==> src/rtl/pipe_stall_ctrl_pkg.sv <==
// Shared constants and helpers for the pipeline stall scheduler.
// Imported by the MDU busy sequencer and the stall controller top.
package pipe_stall_ctrl_pkg;

  localparam int MULT_CYCLES_DEF = 5;
  localparam int DIV_CYCLES_DEF  = 10;
  localparam int CNT_W_DEF       = 4;

  localparam logic [1:0] TUSE_NEVER = 2'd3;
  localparam logic [1:0] TNEW_NOW   = 2'd0;
  localparam logic [1:0] TNEW_ONE   = 2'd1;
  localparam logic [1:0] TNEW_TWO   = 2'd2;

  typedef enum logic {
    MDU_IDLE = 1'b0,
    MDU_BUSY = 1'b1
  } mdu_state_e;

  // Source read in D collides with a younger-than-needed result downstream.
  function automatic logic raw_hazard(
    input logic [4:0] src,
    input logic [1:0] tuse,
    input logic [4:0] a3,
    input logic [1:0] tnew
  );
    return (src != 5'd0) && (src == a3) && (tuse < tnew);
  endfunction

endpackage

==> src/rtl/pipe_stall_ctrl_mdu_busy_seq.sv <==
// MDU busy sequencer: loads a cycle count on an idle start, then
// counts down; busy while the count is nonzero.
module mdu_busy_seq
  import pipe_stall_ctrl_pkg::*;
#(
  parameter int MULT_CYCLES = MULT_CYCLES_DEF,
  parameter int DIV_CYCLES  = DIV_CYCLES_DEF,
  parameter int CNT_W       = CNT_W_DEF
) (
  input  logic clk,
  input  logic reset,
  input  logic start,
  input  logic is_div,
  output logic busy
);

  logic [CNT_W-1:0] cnt;
  logic [CNT_W-1:0] cnt_nxt;
  mdu_state_e       state;

  always_ff @(posedge clk) begin
    if (reset) begin
      cnt <= '0;
    end else begin
      cnt <= cnt_nxt;
    end
  end

  always_comb begin
    cnt_nxt = cnt;
    state   = (cnt != '0) ? MDU_BUSY : MDU_IDLE;
    unique case (state)
      MDU_IDLE: begin
        if (start) begin
          cnt_nxt = is_div ? CNT_W'(DIV_CYCLES)
                           : CNT_W'(MULT_CYCLES);
        end
      end
      // A start while busy cannot reload; it is simply dropped.
      MDU_BUSY: cnt_nxt = cnt - CNT_W'(1);
      default:  cnt_nxt = '0;
    endcase
  end

  assign busy = (state == MDU_BUSY);

endmodule

==> src/rtl/pipe_stall_ctrl.sv <==
// Hazard/stall scheduler: drives PC and F/D enables, D/E bubble,
// owns the MDU busy sequencer and a saturating stall counter.
module pipe_stall_ctrl
  import pipe_stall_ctrl_pkg::*;
#(
  parameter int MULT_CYCLES = MULT_CYCLES_DEF,
  parameter int DIV_CYCLES  = DIV_CYCLES_DEF,
  parameter int CNT_W       = CNT_W_DEF
) (
  input  logic        clk,
  input  logic        reset,
  input  logic [4:0]  rs_D,
  input  logic [4:0]  rt_D,
  input  logic [1:0]  tuse_rs_D,
  input  logic [1:0]  tuse_rt_D,
  input  logic        md_use_D,
  input  logic [4:0]  a3_E,
  input  logic [1:0]  tnew_E,
  input  logic [4:0]  a3_M,
  input  logic [1:0]  tnew_M,
  input  logic        md_start_E,
  input  logic        md_div_E,
  output logic        pc_en,
  output logic        d_en,
  output logic        e_clr,
  output logic        mdu_busy,
  output logic [31:0] stall_cycles
);

  logic stall_rs;
  logic stall_rt;
  logic stall_md;
  logic stall;

  mdu_busy_seq #(
    .MULT_CYCLES (MULT_CYCLES),
    .DIV_CYCLES  (DIV_CYCLES),
    .CNT_W       (CNT_W)
  ) u_mdu_seq (
    .clk    (clk),
    .reset  (reset),
    .start  (md_start_E),
    .is_div (md_div_E),
    .busy   (mdu_busy)
  );

  always_comb begin
    stall_rs = raw_hazard(rs_D, tuse_rs_D, a3_E, tnew_E)
             | raw_hazard(rs_D, tuse_rs_D, a3_M, tnew_M);
    stall_rt = raw_hazard(rt_D, tuse_rt_D, a3_E, tnew_E)
             | raw_hazard(rt_D, tuse_rt_D, a3_M, tnew_M);
    stall_md = md_use_D & (mdu_busy | md_start_E);
  end

  // Reset forces the pipe to advance regardless of hazards.
  assign stall = ~reset & (stall_rs | stall_rt | stall_md);
  assign pc_en = ~stall;
  assign d_en  = ~stall;
  assign e_clr = stall;

  always_ff @(posedge clk) begin
    if (reset) begin
      stall_cycles <= '0;
    end else if (stall && (stall_cycles != 32'hFFFF_FFFF)) begin
      stall_cycles <= stall_cycles + 32'd1;
    end
  end

endmodule

==> config.mk <==
export PLATFORM = sky130hd
export DESIGN_NAME = pipe_stall_ctrl
export DESIGN_NICKNAME = d
export VERILOG_FILES = /design/src/rtl/pipe_stall_ctrl_pkg.sv /design/src/rtl/pipe_stall_ctrl_mdu_busy_seq.sv /design/src/rtl/pipe_stall_ctrl.sv
export SDC_FILE = /design/constraint.sdc
export NUM_CORES = 1
export LEC_CHECK = 0
export CAP_MARGIN = 40
export CORE_MARGIN = 2
export CORE_UTILIZATION = 42
export CTS_CLUSTER_SIZE = 20
export DETAILED_ROUTE_END_ITERATION = 12
export GPL_TIMING_DRIVEN = 0
export PLACE_DENSITY_LB_ADDON = 0.15
export SETUP_SLACK_MARGIN = 0.02
export SLEW_MARGIN = 20
export SYNTH_ARGS = -nofsm -noshare
export SYNTH_HDL_FRONTEND = slang
export SYNTH_SLANG_ARGS = --single-unit
==> constraint.sdc <==
create_clock -name clk -period 2.4 [get_ports clk]
set_input_delay 0.36 -clock clk [delete_from_list [all_inputs] [get_ports clk]]
set_output_delay 0.36 -clock clk [all_outputs]
set_load 0.03 [all_outputs]
==> metrics.md, run 1 <==
| Metric | Value |
|---|---|
| Final net count | `around 400` |
| Pwr dens | `~540 nW/um2` |
| P_leak | `roughly 1.2 nW` |
| Grt ovf | `0` |
| Syn nets | `about 320` |
| Setup violators final | `0` |
| Die area | `between 5000 and 6000 um2` |
| Worst path cell trace | `inv_2, ha_4, nand2b_1, or2_4, buf_4, clkdlybuf4s50_1` |
| Synth cell types | `41` |
| Met2 WL | `3511 um` |
| Tmin final | `2.307 ns` |
| Hold Path Class | `reg -> reg` |
| Total number of vias | `between 2000 and 2500` |
| Crit path launch type | `flip-flop` |
| Vias per cell | `5.592` |
| IO Port Bufs | `67` |
| DR iter-0 viols | `118` |
| Clk buf depth | `2` |
| Routed Antenna Nets | `0` |
| Max Cap Viol | `0` |
| Slew Viols, Final | `0` |
| Hold Path Origin | `u_mdu_seq.cnt[3]` |
| WHS Path Cells | `2` |
| Rows | `26` |
| M1 WL | `2759 um` |
| Skew final | `between 0.01 and 0.015 ns` |
| Drt first pass iters | `4` |
| Die X | `approximately 77 um` |
| Slew margin rel. | `63.82%` |
| Worst path slowest cell | `clkdlybuf4s50_1` |
| #FFs+latches synth | `36` |
| First-pass GRT wire length | `roughly 11000 um` |
| WL final | `6729 um` |
| Number of diodes | `0` |
| Vias in the first global route | `2326` |
| Period Utilization, post-route | `between 90% and 100%` |
| CP Class | `reg -> out` |
| Root Driver | `clkbuf_8` |
| Clk_lat worst skew | `0.30 ns` |
| Clock transition at path regs | `roughly 0.07 ns` |
| RSZ-0062 raised after global routing | `no` |
| Max Fclk | `around 430 MHz` |
| Share of cells above drive strength 1 | `about a quarter` |
| Routed len/inst | `15.50 um` |
| Setup WS pre-CTS | `-0.7513 ns` |
| Io pins | `69` |
| CP endpoint kind | `primary output` |
| Crit path arrival time | `around 2.0 ns` |
| Pin count of the biggest net entering global routing | `12` |
| Final Hold Fails | `0` |
| Height of the die | `roughly 77 um` |
| Total power | `about 1.9 mW` |
| Syn Area/Cell | `about 8.0 um2` |
| Initial cell density of the core | `about 44%` |
| CTS H-Tree Depth | `2` |
| DP HPWL | `roughly 4700 um` |
| Most frequent cells in the layout | `clkdlybuf4s50_1 (40), dfxtp_1 (32), a21oi_1 (26)` |
| Mapped Cells | `~280` |
| Synth warnings | `0` |
| Outcome | `finished clean` |
| Post-synthesis sequential area ratio | `between 30 and 40%` |
| CP Data Required Time | `about 2.0 ns` |
| Layout area overhead | `55.63%` |
| Overall Global Routing Usage | `between 20 and 25%` |
| Commonest non-fill, non-tap cell in the layout | `clkdlybuf4s50_1` |
| Max layer used | `met4` |
| Worst path max stage delay | `~0.59 ns` |
| Sink Count | `36` |
| Mapped cell area | `2233 um2` |
| Peak VDD IR | `~630 uV` |
| Final cell utilization of the core | `between 60 and 70%` |
| Worst Setup SP | `u_mdu_seq.cnt[0]` |
| Number of buffers created by CTS | `5` |
| Drt drc | `0` |
| Core Box Area | `~5000 um2` |
| Global placer's final weighted congestion | `0.8592` |
| TritonCTS clock tree | `done` |
| R2R cell count | `8` |
| Max FO, Critical Path | `5` |
| DR WL met3 | `about 420 um` |
| Worst-Margin Slew | `between 0.5 and 0.6 ns` |
| Worst setup margin | `a little over 0.09 ns` |
| Setup TNS | `0 ns` |
| RR Startpoint | `stall_cycles[6]` |
| Initial antenna violation count | `0` |
## final cells by class
cell class              instances  area [um2]
multi-input cells             214        1709
fillers                       431        1632
flip-flops and latches         36       725.7
repair buffers                 78       699.4
well taps                      70       87.58
plain buffers                  12       86.33
clock buffers                   6       72.57
inverters                      16       60.06
clock inverters                 2       35.03
## cell families (layout without fill, tap and decap cells)
family,after synthesis,in the layout,synth area share [%]
flops,36,36,32.27
mux,4,4,1.961
xor+xnor,22,22,8.627
buf+inv,29,114,5.602
fa+ha+maj,7,7,3.921
compound gates,73,73,20.78
simple gates,108,108,26.83
## flip-flops by register name, summed over array words and instances (netlist names)
| name | flops |
|---|---|
| u_mdu_seq.cnt | 4 |
| stall_cycles | 32 |
## final timing paths
path / slack [ns] / endpoint
worst max-delay path: 0.09 / mdu_busy
worst min-delay path: 0.49 / u_mdu_seq.cnt[3]
worst max register to register: 0.15 / stall_cycles[13]
worst min register to register: 0.49 / u_mdu_seq.cnt[3]
## synthesized netlist by cell type
library cell,count,share of area (%)
buf_6,1,0.50
nand3b_1,1,0.34
mux2_2,1,0.50
mux2_1,2,1.0
and4_1,1,0.39
o41ai_1,2,0.78
buf_2,3,0.67
clkbuf_2,1,0.22
o31ai_1,7,2.4
nand2_1,13,2.2
or2_2,1,0.28
a211oi_1,4,1.3
inv_1,16,2.7
or3_1,19,5.3
ha_1,7,3.9
a21oi_1,29,6.5
clkbuf_1,7,1.2
a21oi_2,2,0.78
or4_1,10,3.4
or2_1,1,0.28
o21ai_0,20,4.5
a2111oi_2,3,2.0
o21ai_1,2,0.45
nand4_2,1,0.56
o311ai_2,1,0.73
nor2_1,19,3.2
o31a_1,1,0.39
o311ai_1,1,0.39
o31ai_2,1,0.56
xnor2_1,12,4.7
nor2b_1,2,0.56
nor3_1,5,1.1
buf_4,1,0.34
dfxtp_1,36,32
nand4_1,17,4.8
mux2i_1,1,0.45
nand3_1,10,2.2
nand2b_1,4,1.1
nor4_1,3,0.84
xor2_1,10,3.9
and3_1,1,0.28
## per-layer routing
| metal | vias to the layer above | GRT usage [%] |
|---|---|---|
| li1 | 1194 | - |
| met1 | 1144 | 26.98 |
| met2 | 84 | 39.04 |
| met3 | 5 | 5.765 |
| met4 | 0 | 5.455 |
| met5 | - | 0 |
## power by group
group | total [mW] | internal, mW | switching [mW]
logic | 0.659 | 0.310 | 0.349
registers | 0.681 | 0.637 | 0.0441
clock network | 0.540 | 0.309 | 0.231
## metrics by stage
stage | hold WS (ns) | area (um2) | std cells
2_1_floorplan | 0.4523 | 2245 | 279
3_3_place_gp | 0.4681 | 3003 | 416
3_5_place_dp | 0.4780 | 3003 | 416
4_1_cts | 0.4902 | 3371 | 431
5_1_grt | 0.5193 | 3476 | 434
6_report | 0.4899 | 3476 | 434
## repair_timing
item / CTS / global route
hold buffers: 0 / 0
pin swaps: 18 / 20
gates cloned: 2 / 0
endpoints found under the setup margin: 34 / 32
buffers inserted: 6 / 3
gates resized for setup: 80 / 54
## critical path, delay by kind of cell, from the launching register on
kind          cells  cell delay (ns)
buf+inv           3             0.81
simple gates      2             0.37
flops             1             0.35
fa+ha+maj         1             0.14
Power figures use the tool's default switching activity.
==> run 2: changes to the inputs <==
--- a/config.mk
+++ b/config.mk
@@ -7,13 +7,16 @@
 export LEC_CHECK = 0
 export CAP_MARGIN = 40
 export CORE_MARGIN = 2
-export CORE_UTILIZATION = 42
+export CORE_UTILIZATION = 43
 export CTS_CLUSTER_SIZE = 20
 export DETAILED_ROUTE_END_ITERATION = 12
 export GPL_TIMING_DRIVEN = 0
 export PLACE_DENSITY_LB_ADDON = 0.15
 export SETUP_SLACK_MARGIN = 0.02
+export SKIP_CTS_REPAIR_TIMING = 1
 export SLEW_MARGIN = 20
 export SYNTH_ARGS = -nofsm -noshare
 export SYNTH_HDL_FRONTEND = slang
+export SYNTH_HIERARCHICAL = 1
 export SYNTH_SLANG_ARGS = --single-unit
+export TNS_END_PERCENT = 50
==> run 2 against run 1 <==
The run now ends with setup timing left. Clock power is 15% lower. Cell count is 1.4% higher. Non-clock buffer count is 4 higher. Synthesized area is 2.3% higher. Total power is 0.43% lower. First-iteration DRC count is 65% higher. Sequential share of layout area is 1.2 points lower. Register-to-register slack worse by 0.31 ns. Critical path depth is 5 higher.
==> metrics.md, run 2 <==
| Metric | Value |
|---|---|
| Non-Filler Instances | `440 (+1.4%)` |
| Worst reg2reg path endpoint | `stall_cycles[0]` |
| Io pins | `69 (unchanged)` |
| Vias in the first global route | `2176 (-6.4%)` |
| Setup WS pre-CTS | `-1.224 ns (-0.4724 ns)` |
| Most frequent cell after synthesis | `dfxtp_1` |
| Regs by FF count | `stall_cycles (32), u_mdu_seq/cnt (4)` |
| Yosys top cell by area | `dfxtp_1` |
| Synth warnings | `6 (+6)` |
| Most used cell, CP | `buf_6` |
| Max Cap Viol | `0 (unchanged)` |
| Height of the die | `76.89 um (about the same)` |
| CP Data Required Time | `2.63 ns (+0.59 ns)` |
| RR Startpoint | `stall_cycles[15]` |
| Setup violators final | `32 (+32)` |
| Met2 Resource Use GR | `34.82% (-4.2 points)` |
| First-pass GRT wire length | `10090 um (-5.8%)` |
| Met3 Track Usage GR | `4.588% (-1.2 points)` |
| Worst path max stage delay | `0.53 ns (-0.06 ns)` |
| Post-DP Area | `3070 um2 (+2.2%)` |
| Multiplexer share of the synthesized area | `3.450% (+1.5 points)` |
| Xor-xnor portion of the synthesized cell area | `8.050% (-0.58 points)` |
| Slew Viols, Final | `0 (unchanged)` |
| Vias per cell | `5.873 (+5.0%)` |
| Failing checks | `setup timing` |
| CP Class | `in -> reg` |
| P_leak | `1.341 nW (+15%)` |
| Total number of vias | `2584 (+6.5%)` |
| Ys flop type | `dfxtp_1` |
| Crit path arrival time | `2.86 ns (+0.91 ns)` |
| Die area | `5912 um2 (about the same)` |
| Flop2flop setup slack | `-0.16 ns (-0.31 ns)` |
| Period Utilization, post-route | `109.4% (+13 points)` |
| DP HPWL | `4686 um (+0.35%)` |
| Slew margin rel. | `56.15% (-7.7 points)` |
| CTS H-Tree Depth | `2 (unchanged)` |
| Pwr dens | `504.6 nW/um2 (-6.7%)` |
| Drt first pass iters | `7 (+3)` |
| Routed Antenna Nets | `0 (unchanged)` |
| Number of diodes | `0 (unchanged)` |
| Share of cells above drive strength 1 | `25.68% (+1.5 points)` |
| Number of synthesized flops with an enable pin | `0 (unchanged)` |
| Clk_lat worst skew | `0.29 ns (about the same)` |
| Post-Synth Adder-Cell Area | `3.286% (-0.64 points)` |
| Syn Area/Cell | `8.102 um2 (+1.2%)` |
| Rows | `26 (unchanged)` |
| Post-synthesis sequential area ratio | `31.54% (-0.72 points)` |
| Top post-synthesis cells by count | `dfxtp_1 (36), a21oi_1 (22), nor2_1 (19), nand4_1 (14), o21ai_0 (13)` |
| Area occupied by multi-input gates | `1832 um2 (+7.2%)` |
| Tmin final | `2.626 ns (+0.3185 ns)` |
| Largest family of logic cells by synthesized area | `simple AND/OR/NAND/NOR gates` |
| Total power | `1.872 mW (-0.43%)` |
| Global placer's final weighted congestion | `0.8065 (-6.1%)` |
| Mapped cell area | `2285 um2 (+2.3%)` |
| Most frequent cells in the layout | `clkdlybuf4s50_1 (45), dfxtp_1 (32), nor2_1 (17), dlymetal6s2s_1 (17), a21oi_1 (16)` |
| Grt ovf | `0 (unchanged)` |
| Post-synthesis simple-gate area fraction | `31.00% (+4.2 points)` |
| Commonest non-fill, non-tap cell in the layout | `clkdlybuf4s50_1` |
| Number of buffers created by CTS | `5 (unchanged)` |
| Initial cell density of the core | `44.73% (+1.0 points)` |
| Grt met1 use | `26.34% (-0.64 points)` |
| WL final | `7629 um (+13%)` |
| Layout area overhead | `62.38%` |
| Mapped Cells | `282 (+1.1%)` |
| DP Cell Count | `420 (+0.96%)` |
| Syn nets | `321 (+0.63%)` |
| Hold Path Origin | `u_mdu_seq/cnt[0]` |
| Post-Layout Inst Area | `3710 um2 (+6.7%)` |
| WHS Endpoint | `u_mdu_seq/cnt[0]` |
| Die X | `76.89 um (about the same)` |
| Post-synth ARST share | `0% (unchanged)` |
| Overall Global Routing Usage | `20.73% (-1.5 points)` |
| Top post-synthesis cells by area | `dfxtp_1 (32%), a21oi_1 (4.8%), xnor2_1 (4.2%)` |
| Compound-Gate Fraction of Synth Area | `17.58% (-3.2 points)` |
| Pin count of the biggest net entering global routing | `12 (unchanged)` |
| Worst-Margin Slew | `0.6577 ns (+0.1150 ns)` |
| Crit path launch type | `primary input` |
| R2R cell count | `9 (+1)` |
| DR iter-0 viols | `195 (+65%)` |
| Drt drc | `0 (unchanged)` |
| Max FO, Critical Path | `5 (unchanged)` |
| Worst path slowest cell | `or4_4` |
| Sink Count | `36 (unchanged)` |
| Max reg flops | `32 (unchanged)` |
| Hold Path Class | `reg -> reg` |
| Filler cells | `396 (-8.1%)` |
| Root Driver | `clkbuf_8` |
| Final Hold Fails | `0 (unchanged)` |
| Initial antenna violation count | `0 (unchanged)` |
| CP endpoint kind | `flip-flop` |
| Skew final | `0.007172 ns (-0.003525 ns)` |
| Synth top area share | `31.54% (-0.72 points)` |
| #FFs+latches synth | `36 (unchanged)` |
| RSZ-0062 raised after global routing | `yes` |
| Storage cell area | `728.2 um2 (+0.34%)` |
| Core Box Area | `5107 um2 (unchanged)` |
| Max Fclk | `380.9 MHz (-12%)` |
| Routed len/inst | `17.34 um (+12%)` |
| IO Port Bufs | `68 (+1.5%)` |
| Peak VDD IR | `543.2 uV (-14%)` |
| Outcome | `finished, violations left` |
| Final cell utilization of the core | `72.64% (+4.6 points)` |
| Clk buf depth | `2 (unchanged)` |
| Worst path cell trace | `buf_6, inv_6, ha_4, a2111oi_4, nand4_1, a221oi_4, buf_4, o31ai_4, buf_6, or4_4, a21oi_2` |
| Final net count | `408 (+1.2%)` |
| Biggest register | `stall_cycles` |
| Synth cell types | `40 (-2.4%)` |
| TritonCTS clock tree | `done` |
| Worst setup margin | `-0.2257 ns (-0.3185 ns)` |
| Clock transition at path regs | `0.08 ns (about the same)` |
| GRT Max-Usage Layer | `met2` |
| WHS Path Cells | `1 (-1)` |
## run 2: changes by cell type in the layout (fill, tap and decap cells not counted), sizes merged, moves of 8 or more
cell,delta
a21oi,-9
nor2b,+9
dlygate4sd2,-9
or3,-8
o21ai,-9
dlymetal6s2s,+14
## run 2: through the flow
step / hold WS (ns) / TNS, ns
after floorplan: 0.4246 / -0.2064
after global placement: 0.4814 / -26.52
after detailed placement: 0.4871 / -27.36
after CTS: 0.5036 / -18.49
after global routing: 0.4682 / -6.325
final: 0.4578 / -3.612
## run 2: how the worst max path moves through the flow
stage,end,slack [ns],startpoint
global route,stall_cycles[15],-0.29,tnew_E[1]
finish,stall_cycles[15],-0.23,tnew_E[1]
CTS,pc_en,-1.25,tnew_E[1]
floorplan,pc_en,-0.07,u_mdu_seq/cnt[0]
detailed placement,pc_en,-1.22,tnew_E[1]
global placement,e_clr,-1.19,tnew_E[1]
## run 2: worst max-delay path, delay by kind of cell
family / cells / cell delay [ns]
AOI/OAI and AO/OA: 4 / 1.02
adders and majority gates: 1 / 0.21
buffers and inverters: 4 / 0.52
and+or+nand+nor: 2 / 0.74
## run 2: power breakdown
part           internal (mW)  switching [mW]
logic                  0.365           0.367
registers              0.641          0.0423
clock network          0.229           0.227
total                   1.23           0.637
## run 2: metal layers
metal | vias to the layer above | part of all wire (%)
met5 | - | 0
met1 | 1225 | 40
met2 | 105 | 51
met3 | 23 | 6.1
met4 | 0 | 2.9
li1 | 1231 | -
## run 2: cells by family after synthesis
kind of cell / after synthesis
AOI/OAI and AO/OA: 61
xor gates and xnor gates: 21
DFF: 36
and+or+nand+nor: 125
adders and majority gates: 6
buffers and inverters: 26
muxes: 7
## run 2: cell type report
cell class,count,area share (%)
flip-flops and latches,36,19.63
multi-input cells,220,49.38
clock inverters,2,0.2698
repair buffers,80,22.06
plain buffers,14,2.732
well taps,70,2.361
inverters,12,1.349
clock buffers,6,2.226
